--- src/rtl/mult_share_sched.sv ---
// mult_share_sched: round-robin scheduler/sequencer sharing one shift-add signed
// multiplier datapath between two requesters.
// Optional build macro: MULT_SKIP_ADD_EN -- when defined, an ADD step whose
// multiplier bit is 0 shifts immediately instead of idling, so each 0 bit costs
// one cycle and each 1 bit costs two.
module mult_share_sched #(
  parameter int WIDTH = 8
) (
  input  logic                 Clk,
  input  logic                 Reset,
  input  logic [1:0]           Req,
  input  logic [WIDTH-1:0]     Op_A0,
  input  logic [WIDTH-1:0]     Op_B0,
  input  logic [WIDTH-1:0]     Op_A1,
  input  logic [WIDTH-1:0]     Op_B1,
  output logic [1:0]           Gnt,
  output logic [1:0]           Done,
  output logic [2*WIDTH-1:0]   Prod,
  output logic                 Dp_Load,
  output logic [WIDTH-1:0]     Dp_Opnd_S,
  output logic [WIDTH-1:0]     Dp_Opnd_B,
  output logic                 Dp_Add,
  output logic                 Dp_Sub,
  output logic                 Dp_Shift,
  input  logic                 Dp_M,
  input  logic [2*WIDTH-1:0]   Dp_Prod
);

  localparam int CNT_W = $clog2(WIDTH);
  localparam logic [CNT_W-1:0] CNT_LAST = CNT_W'(WIDTH - 1);

  typedef enum logic [2:0] {
    S_IDLE  = 3'd0,
    S_LOAD  = 3'd1,
    S_ADD   = 3'd2,
    S_SHIFT = 3'd3,
    S_DONE  = 3'd4
  } state_t;

  state_t                    state_q, state_d;
  logic [CNT_W-1:0]          cnt_q, cnt_d;
  logic                      ptr_q, ptr_d;      // requester served last
  logic                      owner_q, owner_d;  // requester of the running product
  logic signed [WIDTH-1:0]   opnd_s_q, opnd_s_d;
  logic signed [WIDTH-1:0]   opnd_b_q, opnd_b_d;
  logic signed [2*WIDTH-1:0] prod_q, prod_d;
  logic                      win;

  assign Dp_Opnd_S = opnd_s_q;
  assign Dp_Opnd_B = opnd_b_q;
  assign Prod      = prod_q;

  // Next-state, arbitration and datapath strobe decode.
  always_comb begin
    state_d  = state_q;
    cnt_d    = cnt_q;
    ptr_d    = ptr_q;
    owner_d  = owner_q;
    opnd_s_d = opnd_s_q;
    opnd_b_d = opnd_b_q;
    prod_d   = prod_q;
    win      = 1'b0;
    Gnt      = 2'b00;
    Done     = 2'b00;
    Dp_Load  = 1'b0;
    Dp_Add   = 1'b0;
    Dp_Sub   = 1'b0;
    Dp_Shift = 1'b0;
    unique case (state_q)
      S_IDLE: begin
        // A grant issued while Reset is high would be discarded, so suppress it.
        if (!Reset && (Req != 2'b00)) begin
          win      = (Req == 2'b11) ? ~ptr_q : Req[1];
          Gnt      = win ? 2'b10 : 2'b01;
          opnd_s_d = win ? $signed(Op_A1) : $signed(Op_A0);
          opnd_b_d = win ? $signed(Op_B1) : $signed(Op_B0);
          owner_d  = win;
          ptr_d    = win;
          state_d  = S_LOAD;
        end
      end
      S_LOAD: begin
        Dp_Load = 1'b1;
        cnt_d   = '0;
        state_d = S_ADD;
      end
      S_ADD: begin
        if (Dp_M) begin
          // The top multiplier bit carries negative weight in two's complement.
          if (cnt_q == CNT_LAST) Dp_Sub = 1'b1;
          else                   Dp_Add = 1'b1;
          state_d = S_SHIFT;
        end else begin
`ifdef MULT_SKIP_ADD_EN
          Dp_Shift = 1'b1;
          if (cnt_q == CNT_LAST) begin
            state_d = S_DONE;
          end else begin
            cnt_d   = cnt_q + CNT_W'(1);
            state_d = S_ADD;
          end
`else
          state_d = S_SHIFT;
`endif
        end
      end
      S_SHIFT: begin
        Dp_Shift = 1'b1;
        if (cnt_q == CNT_LAST) begin
          state_d = S_DONE;
        end else begin
          cnt_d   = cnt_q + CNT_W'(1);
          state_d = S_ADD;
        end
      end
      S_DONE: begin
        prod_d  = $signed(Dp_Prod);
        Done    = owner_q ? 2'b10 : 2'b01;
        state_d = S_IDLE;
      end
      default: state_d = S_IDLE;
    endcase
  end

  // State, counter, pointer and operand/product registers; reset aborts any operation.
  always_ff @(posedge Clk) begin
    if (Reset) begin
      state_q  <= S_IDLE;
      cnt_q    <= '0;
      ptr_q    <= 1'b1;
      owner_q  <= 1'b0;
      opnd_s_q <= '0;
      opnd_b_q <= '0;
      prod_q   <= '0;
    end else begin
      state_q  <= state_d;
      cnt_q    <= cnt_d;
      ptr_q    <= ptr_d;
      owner_q  <= owner_d;
      opnd_s_q <= opnd_s_d;
      opnd_b_q <= opnd_b_d;
      prod_q   <= prod_d;
    end
  end

endmodule
--- config.mk ---
export PLATFORM = sky130hd
export DESIGN_NAME = mult_share_sched
export DESIGN_NICKNAME = d
export VERILOG_FILES = /design/src/rtl/mult_share_sched.sv
export SDC_FILE = /design/constraint.sdc
export NUM_CORES = 1
export LEC_CHECK = 0
export CAP_MARGIN = 25
export CORE_ASPECT_RATIO = 1.25
export CORE_MARGIN = 5
export CORE_UTILIZATION = 35
export DETAILED_ROUTE_END_ITERATION = 10
export GPL_TIMING_DRIVEN = 1
export PLACE_DENSITY = 0.69
export SETUP_SLACK_MARGIN = 0.1
export SLEW_MARGIN = 20
export SYNTH_ARGS = -nofsm -noshare
export SYNTH_HDL_FRONTEND = slang
export SYNTH_SLANG_ARGS = --single-unit
--- constraint.sdc ---
create_clock -name Clk -period 1.6 [get_ports Clk]
set_input_delay 0.32 -clock Clk [delete_from_list [all_inputs] [get_ports Clk]]
set_output_delay 0.32 -clock Clk [all_outputs]
set_load 0.03 [all_outputs]
==> impl_metrics.tcl, run 1 <==
set metrics [dict create \
    powerDensity_mw_per_mm2 748 \
    io_pins 93 \
    grt_usage_pct 15.6 \
    grt_pass1_vias 1805 \
    vias_per_cell 4.94 \
    nNetsFinal 367 \
    p_leak_nw 1.34 \
    gp_congestion 0.740 \
    synth_cell_types 36 \
    fin_ws_ns 0.0557 \
    arrival_ns 1.22 \
    die_area_mm2 0.00664 \
    initial_core_util_pct 35.7 \
    period_minus_slack_ns 1.54 \
    rows 29 \
    max-vdd-ir-drop_mv 0.426 \
    area_growth_pct 75.5 \
    hold_buffers 0 \
    grt_first_pass_wirelength_um 8350 \
    holdCritPathClass "flop to flop" \
    fp.dieW_um 73.9 \
    cts_tree "built" \
    synth.top_cell.area_share_pct 44.8 \
    end_kind "output pin" \
    vias 1853 \
    drive_gt1_share_pct 24.6 \
    insertedDiodeCount 0 \
    path_max_fanout 3 \
    htreeDepth 2 \
    synth_common_cells "dfxtp_1 (40), nand2_1 (35), nor2_1 (22), a31oi_1 (17)" \
    ant_nets 0 \
    post_drt_wl_per_cell_um 14.1 \
    worstMarginPinSlew_ns 0.305 \
    fin_skew_ns 0.00303 \
    status "finished clean" \
    syn_avg_cell_area_um2 9.11 \
    fin_cells 375 \
    synthCells 196 \
    final_core_util_pct 62.6 \
    critPathLaunch "cnt_q[0]$_SDFFE_PP0P_" \
    tns_ns 0 \
    numCtsBuffers 5 \
    ys_warn_count 0 \
    relSlewSlack_pct 79.2 \
    synthArstFlopShare_pct 0 \
    design_area_mm2 0.00313 \
    dp.cells 354 \
    yosys.area.top_type "dfxtp_1" \
    yosysSeqAreaShare_pct 44.8 \
    clock_path_buffers 2 \
    antenna_found_initial 0 \
    hold_viol 0 \
    maxCapViolCount 0 \
    syn_area_mm2 0.00179 \
    post-route-period-util_pct 96.5 \
    cp.required_ns 1.28 \
    clk_root_buffer_cell "clkbuf_8" \
    dpl.hpwl_um 3820 \
    drt_iter0_markers 40 \
    synth_nets 251 \
    rsz0062_at_grt "yes" \
    drt_pass1_iterations 4 \
    timing.rr.start "cnt_q[0]$_SDFFE_PP0P_" \
    grt_max_degree 22 \
    finalSetupViolations 0 \
    fillers 459 \
    wirelength_um 5290 \
    path_clk_slew_ns 0.07 \
    finalMaxSlewViolations 0 \
    min_from "Prod[13]$_SDFFE_PP0N_" \
    ys.flop_type "dfxtp_1" \
    placed_cell_area_mm2 0.00285 \
    worst_skew_pair.late_latency_ns 0.29 \
    clkSinkCount 40 \
    drc 0 \
    yosys_register_bits 40 \
    portBuffers 92 \
    die_y_um 89.9 \
    place_ws_ns -0.235 \
    synth.most_common_cell "dfxtp_1" \
    grt_overflow 0 \
    fmax_mhz 648 \
    start_kind "flop" \
    synthTopCellsByArea "dfxtp_1 (45%), mux2i_1 (9.0%), a311oi_1 (7.8%)" \
    synth_edf_count 0 \
    worstSetupPathType "flop to output pin" \
    core_mm2 0.00501 \
]
[path summary, 6_finish.rpt]
path                            slack [ns]                     to  cells past startpoint
worst max-delay path                  0.06                 Dp_Add                      4
worst min-delay path                  0.49  Prod[13]$_SDFFE_PP0N_                      2
worst max register to register        0.06  cnt_q[2]$_SDFFE_PP0P_                      7
worst min register to register        0.49  Prod[13]$_SDFFE_PP0N_                      2
[stage by stage]
step	hold slack (ns)	power, mW
after floorplan	0.453	1.37
after global placement	0.469	1.66
after detailed placement	0.478	1.66
after CTS	0.493	2.35
after global routing	0.524	2.46
final	0.487	2.34
[kinds of logic after synthesis]
group,count (synthesis),share of synthesized area (%)
AND/OR/NAND/NOR,77,20.0
AO/OA/AOI/OAI,44,18.6
flip-flops,40,44.8
buffers and inverters,17,6.10
multiplexers,16,8.97
adder cells (fa/ha/maj),2,1.40
[cells in the final DEF, fill, tap and decap left out, types with 2 or more instances in the layout]
| master | synthesis | routed |
|---|---|---|
| nand3_1 | 4 | 3 |
| dlygate4sd2_1 | 0 | 33 |
| buf_4 | 5 | 29 |
| dfxtp_1 | 40 | 35 |
| clkbuf_8 | 0 | 6 |
| clkdlybuf4s50_1 | 0 | 49 |
| o21ai_0 | 2 | 2 |
| a31oi_1 | 17 | 17 |
| dfxtp_4 | 0 | 2 |
| nor2_4 | 1 | 7 |
| buf_6 | 3 | 9 |
| mux2i_1 | 16 | 16 |
| a21oi_1 | 3 | 3 |
| nand2_1 | 35 | 33 |
| nor2_1 | 22 | 17 |
| a311oi_1 | 16 | 16 |
| ha_4 | 0 | 2 |
| clkinv_2 | 0 | 2 |
| dfxtp_2 | 0 | 3 |
| or2_4 | 1 | 2 |
| buf_12 | 0 | 2 |
[critical path, stage by stage, from the launching register on]
cell	delay, ns
dfxtp_2	0.34
ha_4	0.16
ha_4	0.17
nor3_2	0.10
buf_4	0.18
[layer usage]
layer  global-route usage [%]  wire, µm  part of all wire (%)
met3                     5.25       479                   9.1
met5                        0         0                     0
met4                     4.53        50                  0.95
met1                     17.6      2070                    39
met2                     27.1      2690                    51
[repair_timing]
action                     in CTS  in global routing
setup endpoints to repair      41                 19
pin swaps                       9                  7
buffers inserted                8                  5
resized for setup              63                 17
[state kept, by name (all words and copies together) (netlist names)]
name       count
Dp_Opnd_S      8
owner_q        1
state_q        3
Prod          16
ptr_q          1
Dp_Opnd_B      8
cnt_q          3
[report_power, final]
part / internal [mW] / switching [mW]
registers: 1.04 / 0.0381
logic: 0.294 / 0.287
clock network: 0.344 / 0.338
total: 1.68 / 0.664
[layout make-up]
class                      count  area (µm²)  share of cell area [%]
timing repair buffer         124        1150                    36.8
multi-input combinational    139         990                    31.6
sequential                    40         812                    25.9
clock buffer                   6        82.6                    2.64
tap                           62        77.6                    2.48
clock inverter                 2        10.0                   0.319
inverter                       2        7.51                   0.240
Power figures use the tool's default switching activity.
==> run 2: changes to the inputs <==
--- a/config.mk
+++ b/config.mk
@@ -5,13 +5,14 @@
 export SDC_FILE = /design/constraint.sdc
 export NUM_CORES = 1
 export LEC_CHECK = 0
+export ABC_AREA = 1
 export CAP_MARGIN = 25
 export CORE_ASPECT_RATIO = 1.25
 export CORE_MARGIN = 5
 export CORE_UTILIZATION = 35
 export DETAILED_ROUTE_END_ITERATION = 10
 export GPL_TIMING_DRIVEN = 1
-export PLACE_DENSITY = 0.69
+export PLACE_DENSITY = 0.68
 export SETUP_SLACK_MARGIN = 0.1
 export SLEW_MARGIN = 20
 export SYNTH_ARGS = -nofsm -noshare
==> constraint.sdc (replaced) <==
create_clock -name Clk -period 1.6 [get_ports Clk]
set_input_delay 0.32 -clock Clk [delete_from_list [all_inputs] [get_ports Clk]]
set_output_delay 0.32 -clock Clk [all_outputs]
set_load 0.005 [all_outputs]
==> run 2 against run 1 <==
Against the previous run: the flow now finishes with violations (negative setup slack); sequential cell count did not move; critical endpoint unchanged; critical path type unchanged; synthesized area rose by 6.2%; power fell by 4.0%; largest cell class unchanged; largest power group unchanged.
==> impl_metrics.tcl, run 2 <==
set metrics [dict create \
    synth.most_common_cell "nand2_1" \
    vias 1995 \
    ys.flop_type "dfxtp_1" \
    grt_max_degree 23 \
    cp.required_ns 1.28 \
    fp.dieW_um 75.8 \
    grt_overflow 0 \
    arrival_ns 1.29 \
    antenna_found_initial 0 \
    final_cell_mix "clkdlybuf4s50_1 (71), nand2_1 (59), nor2_1 (34)" \
    numCtsBuffers 5 \
    worstMarginPinSlew_ns 0.294 \
    fin_skew_ns 0.00498 \
    syn_area_mm2 0.00190 \
    rr_endpoint "Prod[3]$_SDFFE_PP0N_" \
    synth_nets 303 \
    io_pins 93 \
    design_area_mm2 0.00322 \
    worstSetupPathType "flop to output pin" \
    nNetsFinal 420 \
    finalPower_mw 2.25 \
    holdCritPathClass "flop to flop" \
    period_minus_slack_ns 1.61 \
    ys_warn_count 0 \
    initial_core_util_pct 35.6 \
    die_y_um 92.3 \
    place_ws_ns -0.518 \
    rows 30 \
    finalMaxSlewViolations 0 \
    grt_usage_pct 14.9 \
    clock_path_buffers 2 \
    hold_buffers 0 \
    maxCapViolCount 0 \
    yosys.area.top_type "dfxtp_1" \
    path_max_fanout 3 \
    synthTopCellsByArea "dfxtp_1 (42%), nand2_1 (12%), nor2_1 (7.5%)" \
    fin_ws_ns -0.00726 \
    drt_pass1_iterations 4 \
    whs_ns 0.464 \
    layout_commonest_cell "clkdlybuf4s50_1" \
    r2r.worst_path.cells 8 \
    timing.rr.start "state_q[0]$_SDFFE_PP0P_" \
    cts_tree "built" \
    whs_endpoint "Dp_Opnd_B[1]$_SDFFE_PP0P_" \
    syn_avg_cell_area_um2 7.64 \
    yosys_register_bits 40 \
    grt_pass1_vias 1901 \
    worst_skew_pair.late_latency_ns 0.28 \
    clkSinkCount 40 \
    yosysSeqAreaShare_pct 42.2 \
    die_area_mm2 0.00700 \
    synth.top_cell.area_share_pct 42.2 \
    powerDensity_mw_per_mm2 699 \
    insertedDiodeCount 0 \
    wirelength_um 5120 \
    gp_congestion 0.707 \
    p_leak_nw 1.43 \
    r2r_slack_ns 0.26 \
    synth_edf_count 0 \
    synthArstFlopShare_pct 0 \
    area_growth_pct 69.8 \
    post-route-period-util_pct 100 \
    end_kind "output pin" \
    largest_reg_flops 16 \
    finalSetupViolations 1 \
    grt_first_pass_wirelength_um 8240 \
    portBuffers 92 \
    rsz0062_at_grt "yes" \
    fillers 505 \
    start_kind "flop" \
    ant_nets 0 \
    status "finished with violations" \
    placed_cell_area_mm2 0.00298 \
    path_clk_slew_ns 0.07 \
    tns_ns -0.00726 \
    hold_viol 0 \
    dpl.hpwl_um 3890 \
    post_drt_wl_per_cell_um 11.9 \
    drc 0 \
    min_from "Dp_Opnd_B[1]$_SDFFE_PP0P_" \
    relSlewSlack_pct 80.4 \
    synth_common_cells "nand2_1 (60), dfxtp_1 (40), nor2_1 (38), nand3_1 (20), o21ai_0 (17)" \
    synth_cell_types 26 \
    synthCells 248 \
    vias_per_cell 4.64 \
    min_path_cells 2 \
    clk_root_buffer_cell "clkbuf_8" \
    fmax_mhz 622 \
    violations "negative setup slack" \
    drt_iter0_markers 39 \
    htreeDepth 2 \
    core_mm2 0.00533 \
    drive_gt1_share_pct 27.9 \
    max-vdd-ir-drop_mv 0.358 \
]
==> run 2: power breakdown <==
part           switching (mW)  internal, mW  leakage [nW]  total (mW)
combinational           0.224         0.290          1.06       0.514
clock                   0.323         0.352        0.0455       0.675
sequential             0.0293          1.03         0.328        1.06
==> run 2: cells by family after synthesis <==
| logic type | Yosys count | share of synthesized area, % |
|---|---|---|
| AO/OA/AOI/OAI | 40 | 13.5 |
| adder cells (fa/ha/maj) | 2 | 1.32 |
| buffers and inverters | 21 | 7.59 |
| flip-flops | 40 | 42.2 |
| AND/OR/NAND/NOR | 145 | 35.4 |
==> run 2: final cells by class <==
class                           count  area, µm²  share of cell area, %
Clock buffer                        8       90.1                   2.80
Sequential cell                    40        815                   25.3
Timing Repair Buffer              122       1140                   35.6
Inverter                            9       40.0                   1.24
Multi-Input combinational cell    187       1050                   32.6
Tap cell                           64       80.1                   2.49
==> run 2: critical path, stage by stage, from the launching register on <==
cell and delay (ns):
dfxtp_2 0.34, ha_4 0.16, ha_4 0.16, buf_6 0.11, nor3_4 0.10, buf_2 0.14
==> run 2: worst max-delay path by stage <==
| stage | start | to | slack, ns | cells past startpoint |
|---|---|---|---|---|
| floorplan | cnt_q[0]$_SDFFE_PP0P_ | Dp_Sub | 0.34 | 4 |
| global placement | Req[1] | Gnt[0] | -0.49 | 7 |
| detailed placement | Req[1] | Gnt[0] | -0.52 | 7 |
| CTS | state_q[0]$_SDFFE_PP0P_ | Done[1] | -0.08 | 8 |
| global route | state_q[0]$_SDFFE_PP0P_ | Gnt[0] | -0.08 | 7 |
| finish | cnt_q[0]$_SDFFE_PP0P_ | Dp_Add | -0.007 | 5 |
==> run 2: timing repair <==
item,4_1_cts,5_1_grt
endpoints found under the setup margin,10,33
gates resized for setup,56,31
cloned,0,0
pin swaps,5,9
buffers inserted,4,2
endpoints found under the hold margin,0,0
==> run 2: stage by stage <==
stage / cells / util [%]
after floorplan: 248 / -
after global placement: 418 / 55.9
after detailed placement: 418 / 55.9
after CTS: 430 / 59.0
after global routing: 430 / 60.4
final: 430 / 60.4
==> run 2: layer usage <==
layer,up-vias,share of wire [%],GRT usage (%)
met3,5,11,5.48
met2,74,50,26.2
met5,-,0,0
met1,884,38,16.6
met4,0,0.84,3.06
li1,1032,-,-
==> run 3: changes to the inputs <==
--- a/config.mk
+++ b/config.mk
@@ -5,15 +5,16 @@
 export SDC_FILE = /design/constraint.sdc
 export NUM_CORES = 1
 export LEC_CHECK = 0
-export ABC_AREA = 1
+export ABC_AREA = 0
 export CAP_MARGIN = 25
 export CORE_ASPECT_RATIO = 1.25
 export CORE_MARGIN = 5
 export CORE_UTILIZATION = 35
 export DETAILED_ROUTE_END_ITERATION = 10
 export GPL_TIMING_DRIVEN = 1
-export PLACE_DENSITY = 0.68
+export PLACE_DENSITY = 0.69
 export SETUP_SLACK_MARGIN = 0.1
+export SKIP_CTS_REPAIR_TIMING = 1
 export SLEW_MARGIN = 20
 export SYNTH_ARGS = -nofsm -noshare
 export SYNTH_HDL_FRONTEND = slang
==> run 3 against run 2 <==
Against the previous run: the run still ends with negative setup slack left; routed wire length up 5.9%; sequential power is essentially flat; non-clock buffer count rose by 7; critical path depth unchanged; maximum frequency decreased by 0.53%; utilization rose by 5.0 points; worst setup slack got worse by 0.0086 ns; highest routed layer unchanged.
==> impl_metrics.tcl, run 3 (synthesis gave the netlist of run 1 again) <==
set metrics [dict create \
    powerDensity_mw_per_mm2 693 \
    finalPower_mw 2.27 \
    relSlewSlack_pct 68.5 \
    antenna_found_initial 0 \
    drt_pass1_iterations 4 \
    p_leak_nw 1.34 \
    final_cell_mix "clkdlybuf4s50_1 (78), nand2_1 (35), dfxtp_1 (34)" \
    cp.required_ns 1.28 \
    hold_viol 0 \
    place_ws_ns -0.531 \
    drc 0 \
    numCtsBuffers 5 \
    final_core_util_pct 65.4 \
    path_buf_inv 3 \
    crit_path_cell_trace "buf_12 -> nor3b_4 -> buf_4 -> nor2b_1 -> buf_2" \
    fin_ws_ns -0.0158 \
    worstMarginPinSlew_ns 0.473 \
    clkSinkCount 40 \
    vias_per_cell 5.04 \
    wl_met1_um 2100 \
    largest_reg_flops 16 \
    slowest_delay_ns 0.35 \
    maxCapViolCount 0 \
    holdCritPathClass "flop to flop" \
    initial_core_util_pct 35.7 \
    cts_tree "built" \
    drive_gt1_share_pct 24.6 \
    clock_path_buffers 2 \
    grt_max_degree 40 \
    htreeDepth 2 \
    finalSetupViolations 2 \
    top_layer "met4" \
    worst_skew_pair.late_latency_ns 0.29 \
    grt_usage_pct 15.4 \
    grt_first_pass_wirelength_um 8270 \
    io_pins 93 \
    wirelength_um 5420 \
    max-vdd-ir-drop_mv 0.518 \
    start_kind "flop" \
    die_area_mm2 0.00664 \
    drt_iter0_markers 39 \
    rows 29 \
    area_growth_pct 83.5 \
    portBuffers 92 \
    arrival_ns 1.30 \
    post_drt_wl_per_cell_um 14.3 \
    gp_congestion 0.748 \
    fillers 433 \
    grt_overflow 0 \
    whs_ns 0.483 \
    slowest_stage "dfxtp_4" \
    grt_pass1_vias 1805 \
    fp.dieW_um 73.9 \
    period_minus_slack_ns 1.62 \
    insertedDiodeCount 0 \
    layout_commonest_cell "clkdlybuf4s50_1" \
    core_mm2 0.00501 \
    die_y_um 89.9 \
    rsz0062_at_grt "yes" \
    end_kind "output pin" \
    post-route-period-util_pct 101 \
    crit_family "buffers and inverters" \
    fin_skew_ns 0.00721 \
    path_max_fanout 3 \
    fmax_mhz 619 \
    dpl.hpwl_um 3800 \
    vias 1912 \
    worstSetupPathType "flop to output pin" \
    status "finished with violations" \
    worst-path-stages 5 \
    min_path_cells 1 \
    ant_nets 0 \
    dr_wl_met2_um 2770 \
    violations "negative setup slack" \
    nNetsFinal 372 \
    r2r.worst_path.cells 6 \
    dr_wl_met3_um 497 \
    finalMaxSlewViolations 0 \
    path_clk_slew_ns 0.07 \
    clk_root_buffer_cell "clkbuf_8" \
]
## run 3: stage by stage
step	TNS, ns	cell area, µm²	std cells
after CTS	-3.50	2990	369
after detailed placement	-4.91	2920	362
after global placement	-4.72	2920	362
after floorplan	0	1790	196
final	-0.0247	3280	379
after global routing	-0.190	3280	379
## run 3: area by class of cell
class                   instances  area [µm²]  area share, %
flip-flops and latches         40         818           25.0
repair buffers                129        1290           39.5
clock inverters                 1        5.00          0.153
clock buffers                   6        72.6           2.22
inverters                       2        7.51          0.229
multi-input cells             139        1000           30.6
well taps                      62        77.6           2.37
## run 3: worst paths after layout
check / start / to / slack, ns
worst max-delay path: state_q[0]$_SDFFE_PP0P_ / Done[0] / -0.02
worst min-delay path: state_q[2]$_SDFFE_PP0P_ / state_q[0]$_SDFFE_PP0P_ / 0.48
worst max register to register: state_q[0]$_SDFFE_PP0P_ / Dp_Opnd_S[5]$_SDFFE_PP0P_ / 0.06
worst min register to register: state_q[2]$_SDFFE_PP0P_ / state_q[0]$_SDFFE_PP0P_ / 0.48
## run 3: routing by layer
metal | up-vias | track usage, %
li1 | 954 | -
met1 | 882 | 17.5
met2 | 70 | 26.5
met3 | 6 | 5.69
met4 | 0 | 4.08
met5 | - | 0
## run 3: where the power goes
part | switching, mW | internal, mW | leakage, nW
Clock | 0.330 | 0.296 | 0.0410
Combinational | 0.227 | 0.345 | 0.970
Sequential | 0.0323 | 1.04 | 0.330
